[config.mk]
export PLATFORM = sky130hd
export DESIGN_NAME = mem_port_arbiter
export DESIGN_NICKNAME = d
export VERILOG_FILES = /design/src/rtl/mem_port_arbiter.sv
export SDC_FILE = /design/constraint.sdc
export NUM_CORES = 1
export LEC_CHECK = 0
export ABC_CLOCK_PERIOD_IN_PS = 2400
export CORE_ASPECT_RATIO = 1.25
export CORE_MARGIN = 3
export CORE_UTILIZATION = 34
export CTS_CLUSTER_DIAMETER = 60
export CTS_CLUSTER_SIZE = 8
export DETAILED_ROUTE_END_ITERATION = 7
export GPL_TIMING_DRIVEN = 0
export MAX_ROUTING_LAYER = met4
export PLACE_DENSITY = 0.79
export RECOVER_POWER = 50
export SLEW_MARGIN = 20
export SYNTH_ARGS = -nofsm -noshare
export SYNTH_HDL_FRONTEND = slang
export SYNTH_SLANG_ARGS = --single-unit
[constraint.sdc]
create_clock -name clk -period 2.4 [get_ports clk]
set_clock_uncertainty 0.15 [all_clocks]
set_input_delay 0.48 -clock clk [delete_from_list [all_inputs] [get_ports clk]]
set_output_delay 0.48 -clock clk [all_outputs]
set_load 0.02 [all_outputs]
[src/rtl/mem_port_arbiter.sv]
// Round-robin arbiter sharing one memory port between the core and a debug/loader requester.
// One access at a time: IDLE -> ISSUE -> (WAIT) -> ACK, with registered outputs throughout.
module mem_port_arbiter #(
  parameter int unsigned AW      = 32,
  parameter int unsigned DW      = 32,
  parameter int unsigned MEM_LAT = 1,
  parameter int unsigned CW      = 16
) (
  input  logic          clk,
  input  logic          reset,
  input  logic          c_req,
  input  logic          c_we,
  input  logic [AW-1:0] c_addr,
  input  logic [DW-1:0] c_wdata,
  output logic          c_ack,
  output logic [DW-1:0] c_rdata,
  input  logic          d_req,
  input  logic          d_we,
  input  logic [AW-1:0] d_addr,
  input  logic [DW-1:0] d_wdata,
  output logic          d_ack,
  output logic [DW-1:0] d_rdata,
  output logic          m_en,
  output logic          m_we,
  output logic [AW-1:0] m_addr,
  output logic [DW-1:0] m_wdata,
  input  logic [DW-1:0] m_rdata,
  output logic          busy,
  output logic [CW-1:0] conflict_cnt
);

  typedef enum logic [1:0] {StIdle, StIssue, StWait, StAck} state_e;

  localparam logic [2:0] LatInit = 3'(MEM_LAT);

  state_e        r_state;
  logic          r_sel_d;
  logic          r_last_d;
  logic [2:0]    r_lat;
  logic          r_c_ack;
  logic          r_d_ack;
  logic [DW-1:0] r_c_rdata;
  logic [DW-1:0] r_d_rdata;
  logic          r_m_en;
  logic          r_m_we;
  logic [AW-1:0] r_m_addr;
  logic [DW-1:0] r_m_wdata;
  logic          r_busy;
  logic [CW-1:0] r_conflict_cnt;

  logic w_any;
  logic w_both;
  logic w_pick_d;
  logic w_sat;

  // On a tie the requester that was not granted last wins.
  assign w_any    = c_req | d_req;
  assign w_both   = c_req & d_req;
  assign w_pick_d = d_req & (~c_req | ~r_last_d);
  assign w_sat    = &r_conflict_cnt;

  always_ff @(posedge clk or negedge reset) begin
    if (!reset) begin
      r_state        <= StIdle;
      r_sel_d        <= 1'b0;
      r_last_d       <= 1'b1;
      r_lat          <= 3'd0;
      r_c_ack        <= 1'b0;
      r_d_ack        <= 1'b0;
      r_c_rdata      <= '0;
      r_d_rdata      <= '0;
      r_m_en         <= 1'b0;
      r_m_we         <= 1'b0;
      r_m_addr       <= '0;
      r_m_wdata      <= '0;
      r_busy         <= 1'b0;
      r_conflict_cnt <= '0;
    end else begin
      r_c_ack   <= 1'b0;
      r_d_ack   <= 1'b0;
      r_m_en    <= 1'b0;
      r_m_we    <= 1'b0;
      r_m_addr  <= '0;
      r_m_wdata <= '0;
      case (r_state)
        StIdle: begin
          if (w_both && !w_sat) begin
            r_conflict_cnt <= r_conflict_cnt + CW'(1);
          end
          if (w_any) begin
            // The winner's command is latched straight into the port registers for ISSUE.
            r_sel_d   <= w_pick_d;
            r_last_d  <= w_pick_d;
            r_m_en    <= 1'b1;
            r_m_we    <= w_pick_d ? d_we : c_we;
            r_m_addr  <= w_pick_d ? d_addr : c_addr;
            r_m_wdata <= w_pick_d ? d_wdata : c_wdata;
            r_busy    <= 1'b1;
            r_state   <= StIssue;
          end
        end
        StIssue: begin
          if (r_m_we) begin
            r_c_ack <= ~r_sel_d;
            r_d_ack <= r_sel_d;
            r_state <= StAck;
          end else begin
            r_lat   <= LatInit;
            r_state <= StWait;
          end
        end
        StWait: begin
          r_lat <= r_lat - 3'd1;
          // r_lat reaches 1 on the cycle the memory presents read data.
          if (r_lat == 3'd1) begin
            if (r_sel_d) begin
              r_d_rdata <= m_rdata;
            end else begin
              r_c_rdata <= m_rdata;
            end
            r_c_ack <= ~r_sel_d;
            r_d_ack <= r_sel_d;
            r_state <= StAck;
          end
        end
        StAck: begin
          r_busy  <= 1'b0;
          r_state <= StIdle;
        end
        default: r_state <= StIdle;
      endcase
    end
  end

  assign c_ack        = r_c_ack;
  assign d_ack        = r_d_ack;
  assign c_rdata      = r_c_rdata;
  assign d_rdata      = r_d_rdata;
  assign m_en         = r_m_en;
  assign m_we         = r_m_we;
  assign m_addr       = r_m_addr;
  assign m_wdata      = r_m_wdata;
  assign busy         = r_busy;
  assign conflict_cnt = r_conflict_cnt;

endmodule

==> impl_metrics.py <==
metrics = {
    "outcome": {
        "outcome": "finished clean",
    },
    "routing": {
        "route.detailed.drc": 0,
        "ant_nets": 0,
        "drtIter0Drc": 238,
        "drt-wirelength-per-cell_um": 16.4,
        "via_count": 5192,
        "drt_pass1_iterations": 4,
        "wirelength_mm": 18.3,
        "vias_per_cell": 4.64,
    },
    "critical_path": {
        "timing.critical_path.buf_inv": 3,
        "critPathCaptureType": "flip-flop",
        "crit_type": "input pin to flip-flop",
        "cp_slowest_stage_delay_ps": 490,
        "worstPathRequired_ps": 2510,
        "path_max_fanout": 10,
        "arrival_ps": 2370,
        "critPathTopFamily": "buffers and inverters",
        "start_kind": "input pin",
        "cp_cell_sequence": "clkdlybuf4s50_1 > o21ai_0 > clkbuf_2 > buf_1 > a21oi_1",
        "slowest_stage": "clkdlybuf4s50_1",
    },
    "timing": {
        "finalWorstSetupSlack_ps": 143,
        "drv_slew": 0,
        "fin_hold_ws_ps": 330,
        "tightest_slew_ps": 1030,
        "period_needed_ps": 2260,
        "setup_viol": 0,
        "hold_violations": 0,
        "tns_ps": 0,
        "rsz0062_at_grt": "no",
        "relSlewSlack": 0.313,
        "max_freq_mhz": 443,
        "fin_crit_sh": 0.941,
    },
    "floorplanning": {
        "die_h_um": 157,
        "start_util": 0.351,
        "rows": 54,
        "core_um2": 17700,
        "fp.dieArea_um2": 19900,
        "dieWidth_um": 127,
        "ioPinCount": 315,
    },
    "synthesis": {
        "ys_types": 34,
        "netlist.area_leader.share": 0.625,
        "synth_edf_count": 0,
        "ys_seq_area_frac": 0.629,
        "synthMostInstantiatedCell": "dfrtp_1",
        "synth_seq_cells": 156,
        "synthFlopType": "dfrtp_1",
        "yosys.area.top_type": "dfrtp_1",
        "syn_nets": 722,
        "yosys-top-cells-area": "dfrtp_1 (62%), mux2_2 (11%), nand2_1 (9.1%)",
        "synth_warnings": 0,
        "synth_common_cells": "dfrtp_1 (155), nand2_1 (150), a21oi_1 (67), mux2_2 (62), clkbuf_1 (15)",
        "synthCells": 549,
        "synth_area_um2": 6210,
        "syn_area_per_cell_um2": 11.3,
        "synthArstFlopShare": 1.00,
    },
    "clock_tree": {
        "cts_tree": "built",
        "clk_latency_ps": 410,
        "cts.sinks": 156,
        "cts_buffers": 17,
        "cts_max_level": 4,
        "cts.reportedPaths.clkPinSlew_ps": 70,
        "ctsRootBufferMaster": "clkbuf_16",
        "cts_buffer_depth": 2,
    },
    "grt": {
        "grt_pass1_vias": 5366,
        "grt_use_total": 0.185,
        "antenna_found_initial": 0,
        "grt_pass1_wl_mm": 27.8,
        "grt_max_degree": 83,
        "grt-ovfl-total": 0,
    },
    "placed_design": {
        "place_hpwl_mm": 13.9,
        "gp_congestion": 0.862,
        "dpl_worst_slack_ps": -562,
        "io_buffers": 314,
    },
    "final_layout": {
        "nets": 1054,
        "diodes": 0,
        "nFillCells": 1512,
        "drive_gt1_frac": 0.122,
        "multi_input_area_um2": 2140,
        "final_util": 0.576,
        "syn_to_final_growth_pct": 64.3,
        "seqCellArea_um2": 3910,
    },
    "power_and_ir_drop": {
        "ir_worst_vdd_mv": 0.489,
        "p_leak_uw": 0.00459,
        "p_total_uw": 11300,
        "power_density_nw_per_um2": 1110,
    },
    "flow_run": {
        "drv_cap": 0,
    },
    "worst_hold_path": {
        "hp-class": "flip-flop to flip-flop",
    },
}
power breakdown:
part	switching [µW]	internal, µW
registers	433	3530
clock network	1180	1370
logic	2450	2370
total	4060	7260
what timing repair did:
item / CTS / global route
hold buffers: 1 / 0
pin swaps: 0 / 0
hold endpoints to repair: 74 / 0
buffers inserted: 0 / 0
setup endpoints to repair: 60 / 33
gates resized for setup: 3 / 2
final timing paths:
kind	from	to	slack, ps	cells after the start
min reg2reg	c_rdata[2]$_DFFE_PN0P_	c_rdata[2]$_DFFE_PN0P_	330	1
max	d_req	m_addr[26]$_DFF_PN0_	140	5
min	c_rdata[2]$_DFFE_PN0P_	c_rdata[2]$_DFFE_PN0P_	330	1
max reg2reg	r_state[0]$_DFFE_PN0P_	m_addr[26]$_DFF_PN0_	180	6
min in group asynchronous	reset	c_rdata[1]$_DFFE_PN0P_	640	2
max in group asynchronous	reset	busy$_DFFE_PN0P_	320	3
cell usage in the layout (no fill, tap or decap), types with 2 or more instances in the layout:
cell type,instances
clkinv_4,3
dfrtp_1,155
clkinv_2,2
inv_6,6
mux2_2,62
clkdlybuf4s50_1,267
clkbuf_2,2
a31oi_1,2
buf_1,7
nand4_1,2
buf_2,6
ha_1,6
nand2_1,150
and3_1,3
inv_8,3
o21ai_0,10
clkbuf_1,10
a21oi_1,67
mux2_1,2
nor2_1,10
clkbuf_16,17
xnor2_1,9
nand3_1,9
and2_1,2
inv_1,10
dlygate4sd3_1,47
xor2_1,6
kinds of logic after synthesis:
group           after synthesis  share of synthesized area
fa+ha+maj                     7                     0.0141
xor+xnor                     15                     0.0212
compound gates               82                     0.0683
flops                       156                      0.629
buf+inv                      39                     0.0260
simple gates                184                      0.121
mux                          66                      0.120
area by class of cell:
cell class	count	share of cell area
Sequential cell	156	0.383
Timing Repair Buffer	316	0.310
Multi-Input combinational cell	354	0.210
Clock buffer	17	0.0417
Tap cell	224	0.0275
Clock inverter	15	0.0128
Buffer	26	0.0113
Inverter	10	0.00368
metrics by stage:
step	instance area, µm²	std cells
finish	10200	1118
global route	10200	1118
CTS	10200	1121
detailed placement	9660	1088
global placement	9630	1087
floorplan	6210	549
registers in the layout (all words and copies together), names as in the netlist:
signal / count
busy: 1
c_ack: 1
c_rdata: 32
conflict_cnt: 16
d_ack: 1
d_rdata: 32
m_addr: 32
m_en: 1
m_wdata: 32
m_we: 1
r_last_d: 1
r_lat: 3
r_sel_d: 1
r_state: 2
metal layers:
layer	GRT usage	routed length, µm	vias up
met4	0.0537	266	0
met3	0.0570	1410	17
met1	0.209	7420	2424
met5	-	0	-
met2	0.318	9200	251
li1	-	-	2500
Note: power is estimated with default switching activity, not from simulation.
